**src/rtl/adc_link_if.sv**
```systemverilog
// Byte-level handshake bundle between adc_link_master and the uart_tx/uart_rx
// blocks plus the ADC mirror outputs.
interface adc_link_if;
    logic        enable;
    logic        start_tx;
    logic [7:0]  data_to_tx;
    logic        tx_busy;
    logic        rx_done;
    logic [7:0]  data_received;
    logic        parity_error;
    logic [11:0] adc_value;
    logic        value_valid;
    logic        linked;
    logic [7:0]  timeout_count;

    modport master (
        input  enable,
        input  tx_busy,
        input  rx_done,
        input  data_received,
        input  parity_error,
        output start_tx,
        output data_to_tx,
        output adc_value,
        output value_valid,
        output linked,
        output timeout_count
    );

    modport slave (
        output enable,
        output tx_busy,
        output rx_done,
        output data_received,
        output parity_error,
        input  start_tx,
        input  data_to_tx,
        input  adc_value,
        input  value_valid,
        input  linked,
        input  timeout_count
    );
endinterface

```
**src/rtl/adc_link_master.sv**
```systemverilog
// Main-side UART link master: ACK sync, periodic READ_ADC polling, timeout re-sync.
// Define ADC_LINK_PARITY_CHECK_EN to drop bytes flagged with a parity error.
module adc_link_master #(
    parameter int unsigned CLK_HZ      = 48000000,
    parameter int unsigned PERIOD_CYC  = 48000000,
    parameter int unsigned TIMEOUT_CYC = 480000,
    parameter logic [7:0]  ACK_BYTE    = 8'b00110011,
    parameter logic [7:0]  READ_BYTE   = 8'b10011011
) (
    input  logic          clk,
    input  logic          reset,
    adc_link_if.master    bus
);

    localparam logic [31:0] PERIOD_LAST  = 32'(PERIOD_CYC - 1);
    localparam logic [31:0] TIMEOUT_LAST = 32'(TIMEOUT_CYC - 1);

    typedef enum logic [2:0] {
        S_IDLE        = 3'd0,
        S_SEND_SYNC   = 3'd1,
        S_WAIT_SYNC   = 3'd2,
        S_PERIOD_WAIT = 3'd3,
        S_SEND_READ   = 3'd4,
        S_WAIT_HI     = 3'd5,
        S_WAIT_LO     = 3'd6,
        S_TIMEOUT     = 3'd7
    } state_e;

    state_e      state_q, state_d;
    logic [31:0] timer_q, timer_d;
    logic [31:0] period_q, period_d;
    logic [3:0]  nibble_q, nibble_d;
    logic [7:0]  data_to_tx_q, data_to_tx_d;
    logic [11:0] adc_value_q, adc_value_d;
    logic        value_valid_q, value_valid_d;
    logic        linked_q, linked_d;
    logic [7:0]  timeout_count_q, timeout_count_d;

    logic        start_tx_s;
    logic        rx_ok_s;
    logic        rx_bad_s;
    logic        timer_expired_s;
    logic [31:0] unused_clk_hz_s;

    assign unused_clk_hz_s = 32'(CLK_HZ);

`ifdef ADC_LINK_PARITY_CHECK_EN
    assign rx_ok_s  = bus.rx_done & ~bus.parity_error;
    assign rx_bad_s = bus.rx_done &  bus.parity_error;
`else
    logic unused_parity_s;
    assign unused_parity_s = bus.parity_error;
    assign rx_ok_s         = bus.rx_done;
    assign rx_bad_s        = 1'b0;
`endif

    // The request is combinational so it can only ever rise in a non-busy cycle;
    // the byte itself is registered on entry to the send state.
    assign start_tx_s      = ((state_q == S_SEND_SYNC) || (state_q == S_SEND_READ)) && !bus.tx_busy;
    assign timer_expired_s = (timer_q == TIMEOUT_LAST);

    assign bus.start_tx      = start_tx_s;
    assign bus.data_to_tx    = data_to_tx_q;
    assign bus.adc_value     = adc_value_q;
    assign bus.value_valid   = value_valid_q;
    assign bus.linked        = linked_q;
    assign bus.timeout_count = timeout_count_q;

    // Next-state and datapath update for the link FSM.
    always_comb begin
        state_d         = state_q;
        timer_d         = timer_q + 32'd1;
        period_d        = period_q;
        nibble_d        = nibble_q;
        data_to_tx_d    = data_to_tx_q;
        adc_value_d     = adc_value_q;
        value_valid_d   = 1'b0;
        linked_d        = linked_q;
        timeout_count_d = timeout_count_q;

        case (state_q)
            S_IDLE: begin
                timer_d  = 32'd0;
                period_d = 32'd0;
                if (bus.enable) begin
                    state_d      = S_SEND_SYNC;
                    data_to_tx_d = ACK_BYTE;
                end else begin
                    state_d = S_IDLE;
                end
            end

            S_SEND_SYNC: begin
                timer_d = 32'd0;
                if (start_tx_s) begin
                    state_d = S_WAIT_SYNC;
                end else begin
                    state_d = S_SEND_SYNC;
                end
            end

            S_WAIT_SYNC: begin
                if (rx_ok_s && (bus.data_received == ACK_BYTE)) begin
                    linked_d = 1'b1;
                    period_d = 32'd0;
                    state_d  = S_PERIOD_WAIT;
                end else if (timer_expired_s) begin
                    state_d = S_TIMEOUT;
                end else begin
                    state_d = S_WAIT_SYNC;
                end
            end

            S_PERIOD_WAIT: begin
                timer_d = 32'd0;
                if (!bus.enable) begin
                    linked_d = 1'b0;
                    state_d  = S_IDLE;
                end else if (period_q == PERIOD_LAST) begin
                    data_to_tx_d = READ_BYTE;
                    state_d      = S_SEND_READ;
                end else begin
                    period_d = period_q + 32'd1;
                end
            end

            S_SEND_READ: begin
                timer_d = 32'd0;
                if (start_tx_s) begin
                    state_d = S_WAIT_HI;
                end else begin
                    state_d = S_SEND_READ;
                end
            end

            S_WAIT_HI: begin
                if (rx_ok_s && (bus.data_received[7:4] == 4'hA)) begin
                    nibble_d = bus.data_received[3:0];
                    timer_d  = 32'd0;
                    state_d  = S_WAIT_LO;
                end else if (timer_expired_s) begin
                    state_d = S_TIMEOUT;
                end else begin
                    state_d = S_WAIT_HI;
                end
            end

            S_WAIT_LO: begin
                // A corrupted low byte sends us back for a fresh high byte,
                // but the response deadline keeps running.
                if (rx_ok_s) begin
                    adc_value_d   = {nibble_q, bus.data_received};
                    value_valid_d = 1'b1;
                    period_d      = 32'd0;
                    state_d       = S_PERIOD_WAIT;
                end else if (timer_expired_s) begin
                    state_d = S_TIMEOUT;
                end else if (rx_bad_s) begin
                    nibble_d = 4'd0;
                    state_d  = S_WAIT_HI;
                end else begin
                    state_d = S_WAIT_LO;
                end
            end

            S_TIMEOUT: begin
                linked_d = 1'b0;
                timer_d  = 32'd0;
                if (timeout_count_q != 8'hFF) begin
                    timeout_count_d = timeout_count_q + 8'd1;
                end else begin
                    timeout_count_d = timeout_count_q;
                end
                data_to_tx_d = ACK_BYTE;
                state_d      = S_SEND_SYNC;
            end

            default: begin
                timer_d  = 32'd0;
                linked_d = 1'b0;
                state_d  = S_IDLE;
            end
        endcase
    end

    // State and output registers; reset aborts any transfer in progress.
    always_ff @(posedge clk or posedge reset) begin
        if (reset) begin
            state_q         <= S_IDLE;
            timer_q         <= 32'd0;
            period_q        <= 32'd0;
            nibble_q        <= 4'd0;
            data_to_tx_q    <= 8'd0;
            adc_value_q     <= 12'd0;
            value_valid_q   <= 1'b0;
            linked_q        <= 1'b0;
            timeout_count_q <= 8'd0;
        end else begin
            state_q         <= state_d;
            timer_q         <= timer_d;
            period_q        <= period_d;
            nibble_q        <= nibble_d;
            data_to_tx_q    <= data_to_tx_d;
            adc_value_q     <= adc_value_d;
            value_valid_q   <= value_valid_d;
            linked_q        <= linked_d;
            timeout_count_q <= timeout_count_d;
        end
    end

endmodule

```
**src/flat_wrapper.sv**
```systemverilog
// flat-port wrapper written by rule: the top's interface ports become plain ports
module adc_link_master_flat 
#(
    parameter int unsigned CLK_HZ      = 48000000,
    parameter int unsigned PERIOD_CYC  = 48000000,
    parameter int unsigned TIMEOUT_CYC = 480000,
    parameter logic [7:0]  ACK_BYTE    = 8'b00110011,
    parameter logic [7:0]  READ_BYTE   = 8'b10011011
)
  (clk, reset, bus_enable, bus_tx_busy, bus_rx_done, bus_data_received, bus_parity_error, bus_start_tx, bus_data_to_tx, bus_adc_value, bus_value_valid, bus_linked, bus_timeout_count);
  adc_link_if bus_i ();
  input  logic clk;
  input  logic reset;
  input wire logic [$bits(bus_i.enable)-1:0] bus_enable;
  input wire logic [$bits(bus_i.tx_busy)-1:0] bus_tx_busy;
  input wire logic [$bits(bus_i.rx_done)-1:0] bus_rx_done;
  input wire logic [$bits(bus_i.data_received)-1:0] bus_data_received;
  input wire logic [$bits(bus_i.parity_error)-1:0] bus_parity_error;
  output wire logic [$bits(bus_i.start_tx)-1:0] bus_start_tx;
  output wire logic [$bits(bus_i.data_to_tx)-1:0] bus_data_to_tx;
  output wire logic [$bits(bus_i.adc_value)-1:0] bus_adc_value;
  output wire logic [$bits(bus_i.value_valid)-1:0] bus_value_valid;
  output wire logic [$bits(bus_i.linked)-1:0] bus_linked;
  output wire logic [$bits(bus_i.timeout_count)-1:0] bus_timeout_count;
  assign bus_i.enable = bus_enable;
  assign bus_i.tx_busy = bus_tx_busy;
  assign bus_i.rx_done = bus_rx_done;
  assign bus_i.data_received = bus_data_received;
  assign bus_i.parity_error = bus_parity_error;
  assign bus_start_tx = bus_i.start_tx;
  assign bus_data_to_tx = bus_i.data_to_tx;
  assign bus_adc_value = bus_i.adc_value;
  assign bus_value_valid = bus_i.value_valid;
  assign bus_linked = bus_i.linked;
  assign bus_timeout_count = bus_i.timeout_count;
  adc_link_master #(.CLK_HZ(CLK_HZ), .PERIOD_CYC(PERIOD_CYC), .TIMEOUT_CYC(TIMEOUT_CYC), .ACK_BYTE(ACK_BYTE), .READ_BYTE(READ_BYTE)) u_core (.clk(clk), .reset(reset), .bus(bus_i));
endmodule
```
**config.mk**
```make
export PLATFORM = sky130hd
export DESIGN_NAME = adc_link_master_flat
export DESIGN_NICKNAME = d
export VERILOG_FILES = /design/src/rtl/adc_link_if.sv /design/src/rtl/adc_link_master.sv /design/src/flat_wrapper.sv
export SDC_FILE = /design/constraint.sdc
export NUM_CORES = 1
export LEC_CHECK = 0
export ABC_AREA = 1
export BUFFER_PORTS_ARGS = -buffer_cell sky130_fd_sc_hd__clkbuf_2
export CAP_MARGIN = 20
export CORE_ASPECT_RATIO = 0.7
export CORE_MARGIN = 5
export CORE_UTILIZATION = 30
export DETAILED_ROUTE_END_ITERATION = 12
export PLACE_DENSITY = 0.57
export SYNTH_ARGS = -nofsm -noshare
export SYNTH_HDL_FRONTEND = slang
export SYNTH_SLANG_ARGS = --single-unit
```
**constraint.sdc**
```tcl
create_clock -name clk -period 3 [get_ports clk]
set_input_delay 0.15 -clock clk [delete_from_list [all_inputs] [get_ports clk]]
set_output_delay 0.15 -clock clk [all_outputs]
set_load 0.02 [all_outputs]
```
; ---- After elaboration in Yosys (flattened, before gate mapping)
; Cells that the tools add are included.
[op_classes]
n_div = 0
mul = 0
shifts = 0
n_mux = 28
bitwise_logic = 0
addsub = 3
eq_ne = 20
order_cmp = 0
n_reduce_logical = 16
[ops]
columns = operator, count
row1 = 32-bit two-way mux, 5
row2 = 32-bit one-hot mux with 4 select lines, 1
row3 = 32-bit by 1-bit adder with 32-bit output (second input constant), 2
row4 = 32-bit one-hot mux with 2 select lines, 1
row5 = 32-bit by 19-bit == test with 1-bit output (second input constant), 1
row6 = 32-bit by 26-bit == test with 1-bit output (second input constant), 1
row7 = 8-bit two-way mux, 3
row8 = 3-bit one-hot mux with 8 select lines, 1
row9 = 8-bit one-hot mux with 3 select lines, 1
row10 = 3-bit two-way mux, 6
row11 = 3-bit == test (second input constant), 4
row12 = 2-bit inequality test (second input constant), 5
row13 = 8-bit by 1-bit adder with 8-bit output (second input constant), 1
row14 = 8-bit by 6-bit == test with 1-bit output (second input constant), 1
row15 = 8-bit inequality test (second input constant), 1
row16 = 1-bit two-way mux, 7
row17 = 3-bit by 2-bit == test with 1-bit output (second input constant), 2
row18 = 2-bit AND reduction, 3
row19 = 3-bit nonzero test, 2
row20 = 5-bit AND reduction, 1
row21 = 5-bit OR reduction, 1
row22 = 4-bit == test (second input constant), 1
row23 = 2-bit two-way mux, 2
row24 = 2-bit by 1-bit inequality test with 1-bit output (second input constant), 2
row25 = other kinds (10), 12
[totals]
word_cells = 76
ramBits = 0
romBits = 0
latchBits = 0
mem_count = 0
ff_bits = 101
in_bits = 14
out_inout_bits = 31

; ---- Logic depth before layout (Yosys ltp)
[depth]
ltp_word = 5
mapped_depth = 12
mapped_depth_nobuf = 11

; ---- Worst setup path after synthesis
; No wires, ideal clock.
[synth_timing]
path_kind = reg-to-reg
from = reg u_core.period_q[0]
to = reg u_core.period_q[27]
slack_ns = 1.250
setup_ns = 0.117
path_buffers = 1
path_stages_with_launch = 12
synth_period_minus_slack_ns = 1.750
arrival_ns = 1.633
required_ns = 2.883
cell_sequence = dfrtp_1 -> ha_1 -> inv_2 -> nor2_2 -> nand2_1 -> inv_2 -> nand4_1 -> clkinv_1 -> nor2_2 -> buf_2 -> nand2_1 -> nand2_1
[synth_via]
elab_chain_cells = 4
elab_cells_between_ends = 7
cone_classes = add/sub (1) / eq/ne (2) / mux (3) / reduce/logical (1)
[synth_lines]
columns = item, line_no
row1 = from (decl), adc_link_master.sv:31  ; logic [31:0] period_q, period_d;
row2 = from (signal assigned), adc_link_master.sv:201  ; period_q <= period_d;
row3 = 32-bit by 1-bit adder with 32-bit output, adc_link_master.sv:123  ; period_d = period_q + 32'd1;
row4 = 32-bit two-way mux, adc_link_master.sv:119  ; end else if (period_q == PERIOD_LAST) begin
row5 = 32-bit two-way mux, adc_link_master.sv:116  ; if (!bus.enable) begin
row6 = 32-bit one-hot mux with 4 select lines, adc_link_master.sv:81  ; case (state_q)
; Several ways; a longest one is shown, not always the timed one. The select of a mux whose other input is x is not followed.
; A chain may end at the register's enable or synchronous reset.

; ---- Worst setup path in the final report
[layout_timing]
from = reg u_core.period_q[0]
to = reg u_core.period_q[4]
; The elaborated chain is that of the path after synthesis.

==> run summary <==
The run gives 9 as the number of clock buffers inserted by TritonCTS. Of the total power, the clock network draws 31.2%. The most critical setup path has its startpoint at u_core.period_q[0]. Across the run, the number of max-cap violations was 0. After detailed placement, the total cell area comes to 0.00645 mm^2. The worst-path maximum fanout came out at 32. The biggest area contributor in the post-synthesis netlist is sky130_fd_sc_hd__dfrtp_1.

Setup slack on the worst reg-to-reg path comes out at 0.74 ns. The cell count after synthesis came out at 925. The most frequent standard cell in the layout excluding fill and tap cells was sky130_fd_sc_hd__nand2_1. The analysis attributes to net switching a power of 1.54 mW. The wire length of the first global-routing pass was 26.1 mm.

The routed layout has 5695 vias. The run finished with clean final reports. In this run the mean area of a mapped cell was 6.43 um^2. On the final layout, the worst clock skew is 0.0141 ns. The fraction of power consumed by combinational cells came out at 29.1%. In the final timing run, aggregate negative setup slack is 0 ns. The tools report the number of H-tree levels as 3. CTS placed an instance of sky130_fd_sc_hd__clkbuf_16 at the clock tree root.

The launch point of the worst reg-to-reg path is u_core.period_q[0]. After clock tree synthesis, the setup repair step added 0 buffers. Synthesis inferred 96 register bits. The run gives 2148 as the fill cell instance count of the final layout. The run gives 30.3% as the initial cell density of the core. Timing would allow up to 0.443 GHz. For the fraction of the yosys area taken by sequential cells, the log shows 40.4%. Of the post-synthesis cell area, the dominant cell type holds 40.4%. The critical path class is flop to flop. TritonCTS built the clock tree. The tightest min-delay check is of the input pin to flop type. 45 I/O pins were placed. For this design the static power due to leakage is 3.11 nW. The clock-pin slew on the worst setup and hold paths is 0.08 ns. Critical path capture point type: a flop.

In the routed design, unresolved DRC markers number 0. Before CTS, the worst setup slack after placement is 0.709 ns. After global routing the overflow that remains totals 0.

The tools report the total number of placement rows as 43. The normalized max-slew margin was 53.2%; the final routed wire length divided by cell count was 12.5 um. The overall die width came out at 178 um. The cell type group with the largest total delay on the critical path is simple AND/OR/NAND/NOR gates. The critical path contains buffers and inverters numbering 2 combined.

The count of clock tree sinks came out at 96. The top cell types in the final layout, fill and taps aside, are sky130_fd_sc_hd__nand2_1 (367), sky130_fd_sc_hd__nor2_1 (163), sky130_fd_sc_hd__dfrtp_1 (96). Once layout is done, the placed cells without fillers occupy 0.00677 mm^2.

Final max-slew violation count: 0. The critical hold path startpoint was bus_data_received[7]. Wires add up to 15.6 mm.

The detailed-routing iteration count for the pre-antenna-repair pass came out at 5. The count of final hold-check violations is 0, and the portion of total power attributed to sequential cells is 39.8%. Walking the worst path, the cells encountered are ha_1, inv_2, nor2_2, nand2_1, inv_2, nand4_1, nand3_2, nand2_1, nand2_1. Once detail routing completed, the nets flagged for antenna violations numbered 0.

The core region is 0.0196 mm^2. The worst path needs 2.26 ns of the cycle, external delays included. The final period utilization is 75.2%.

The run gives 0 as the number of synthesis warnings. Across every metal layer, demand over resource in global routing totals 14.3%. STA puts the critical path data arrival time at 2.49 ns. Ranked by total cell area, the synthesized netlist is headed by sky130_fd_sc_hd__dfrtp_1 (40%), sky130_fd_sc_hd__nand2_1 (23%), sky130_fd_sc_hd__nor2_1 (10%).

The routability congestion estimate from global placement was 0.947; the growth of design area from synthesis to finish was 13.8%. The via count of the first global-routing pass was 4974; the peak per-stage delay on the critical path was 0.57 ns. Among the stages of the critical path, the cell type that occurs most often is sky130_fd_sc_hd__nand2_1. After detailed routing, the number of vias per cell comes to 4.59. Layout cell share with drive strength beyond 1: 8.55%.

The slew at the pin closest to its max-slew limit was 0.702 ns. The internal portion of total power is 2.40 mW. In this run the cell area of the synthesized design comes to 0.00595 mm^2. For the number of failing setup endpoints in the final timing report, the log shows 0.

Net switching is 39.1% of the power. The maximum VDD drop is 0.000500 V, and the count of buffers from port buffering is 41. Across all setup checks in the final design, the least slack found is 0.743 ns.

After legalization and detailed placement, the total HPWL measured 11.8 mm. For the post-layout net count, the log shows 983. The largest individual stage delay along the critical path comes from the cell sky130_fd_sc_hd__nand3_2. The detailed router finished its first iteration with 497 violations. The later pin in the worst-skew pair is clocked with a latency of 0.36 ns. The repair_antennas step left the layout with diodes totalling 0. The fraction of synthesis flops using an asynchronous set or reset pin was 100%; the largest net degree at the start of global routing was 52. The sort of element at the start of the critical path was a flop. The die is 128 um tall. The number of antenna violations at the first check in global routing was 0.

Setup repair after global routing left no endpoint under its margin. The endpoint required time on the critical path is 3.24 ns, and the number of library cell types mapped by synthesis is 31. Final hold analysis gives a worst-case slack of 0.0260 ns. The synthesized design contains 0 enable-type register cells. Among all flip-flop cells after synthesis, the most frequent one is sky130_fd_sc_hd__dfrtp_1. The total die area was 0.0228 mm^2; the areal power density over the cells was 581 mW/mm^2. The run gives 2 as the buffer depth of the longest clock path.
tightest hold or removal path, stage by stage:
cell and delay, ns:
sky130_fd_sc_hd__clkbuf_2 0.10, sky130_fd_sc_hd__nand2_1 0.05, sky130_fd_sc_hd__nand2_1 0.05
kinds of logic after synthesis:
group,Yosys count,synth area share (%)
flops,96,40.4
other cells,1,0.0630
xor+xnor,20,2.94
fa+ha+maj,3,0.631
simple gates,639,43.5
compound gates,50,4.48
buf+inv,116,7.95
per-layer routing:
layer	vias up	part of all wire [%]	routed length (um)	track usage, %
met2	160	36	5640	17.9
met5	-	0	0	0
li1	2945	-	-	-
met3	12	7.5	1170	2.95
met4	0	0.90	140	3.43
met1	2578	55	8610	24.1
power by group through the flow:
stage                     Sequential [mW]  Combinational (mW)  Clock, mW
final                                1.56                1.14       1.23
after detailed placement             1.59                1.17          0
after CTS                            1.57                1.17       1.26
after global placement               1.59                1.16          0
after global routing                 1.59                1.31       1.31
after floorplan                      1.64               0.794          0
cell usage after synthesis, drive strengths merged, types with 3 or more instances:
library cell,number
a21oi,19
and2,3
buf,14
clkbuf,6
dfrtp,96
ha,3
inv,95
nand2,367
nand3,62
nand4,12
nor2,170
nor3,19
nor3b,4
o21ai,27
xnor2,12
xor2,8
worst paths after layout:
path                                            to  depth (start not counted)
min in group asynchronous       u_core.period_q[0]                          3
max in group asynchronous      u_core.period_q[23]                          4
max reg2reg                     u_core.period_q[4]                          9
max                             u_core.period_q[4]                          9
min                        u_core.bus.adc_value[7]                          3
min reg2reg                      u_core.timer_q[0]                          1
metrics by stage:
stage | std cells | power (mW) | utilization [%]
after floorplan | 926 | 2.43 | -
after global placement | 1224 | 2.75 | 32.8
after detailed placement | 1224 | 2.75 | 32.8
after CTS | 1241 | 3.99 | 34.5
after global routing | 1241 | 4.21 | 34.5
final | 1241 | 3.93 | 34.5
cell type report:
type,count,area [um^2],share of cell area (%)
well taps,270,338,4.99
multi-input cells,714,3080,45.4
flip-flops and latches,96,2400,35.5
clock buffers,9,225,3.33
repair buffers,49,280,4.14
clock inverters,7,86.3,1.27
inverters,96,363,5.36
timing repair:
| item | 4_1_cts | 5_1_grt |
|---|---|---|
| resized for setup | 0 | 0 |
| hold buffers | 1 | 0 |
| hold endpoints to repair | 49 | 0 |
flip-flops by register name (all words and copies together), names as in the netlist:
signal and cells:
u_core.bus.adc_value 12, u_core.state_q 3, u_core.timer_q 32, u_core.bus.value_valid 1, u_core.nibble_q 4, u_core.bus.timeout_count 8, u_core.bus.linked 1, u_core.bus.data_to_tx 3
u_core.period_q 32
Note: power is estimated with default switching activity, not from simulation.
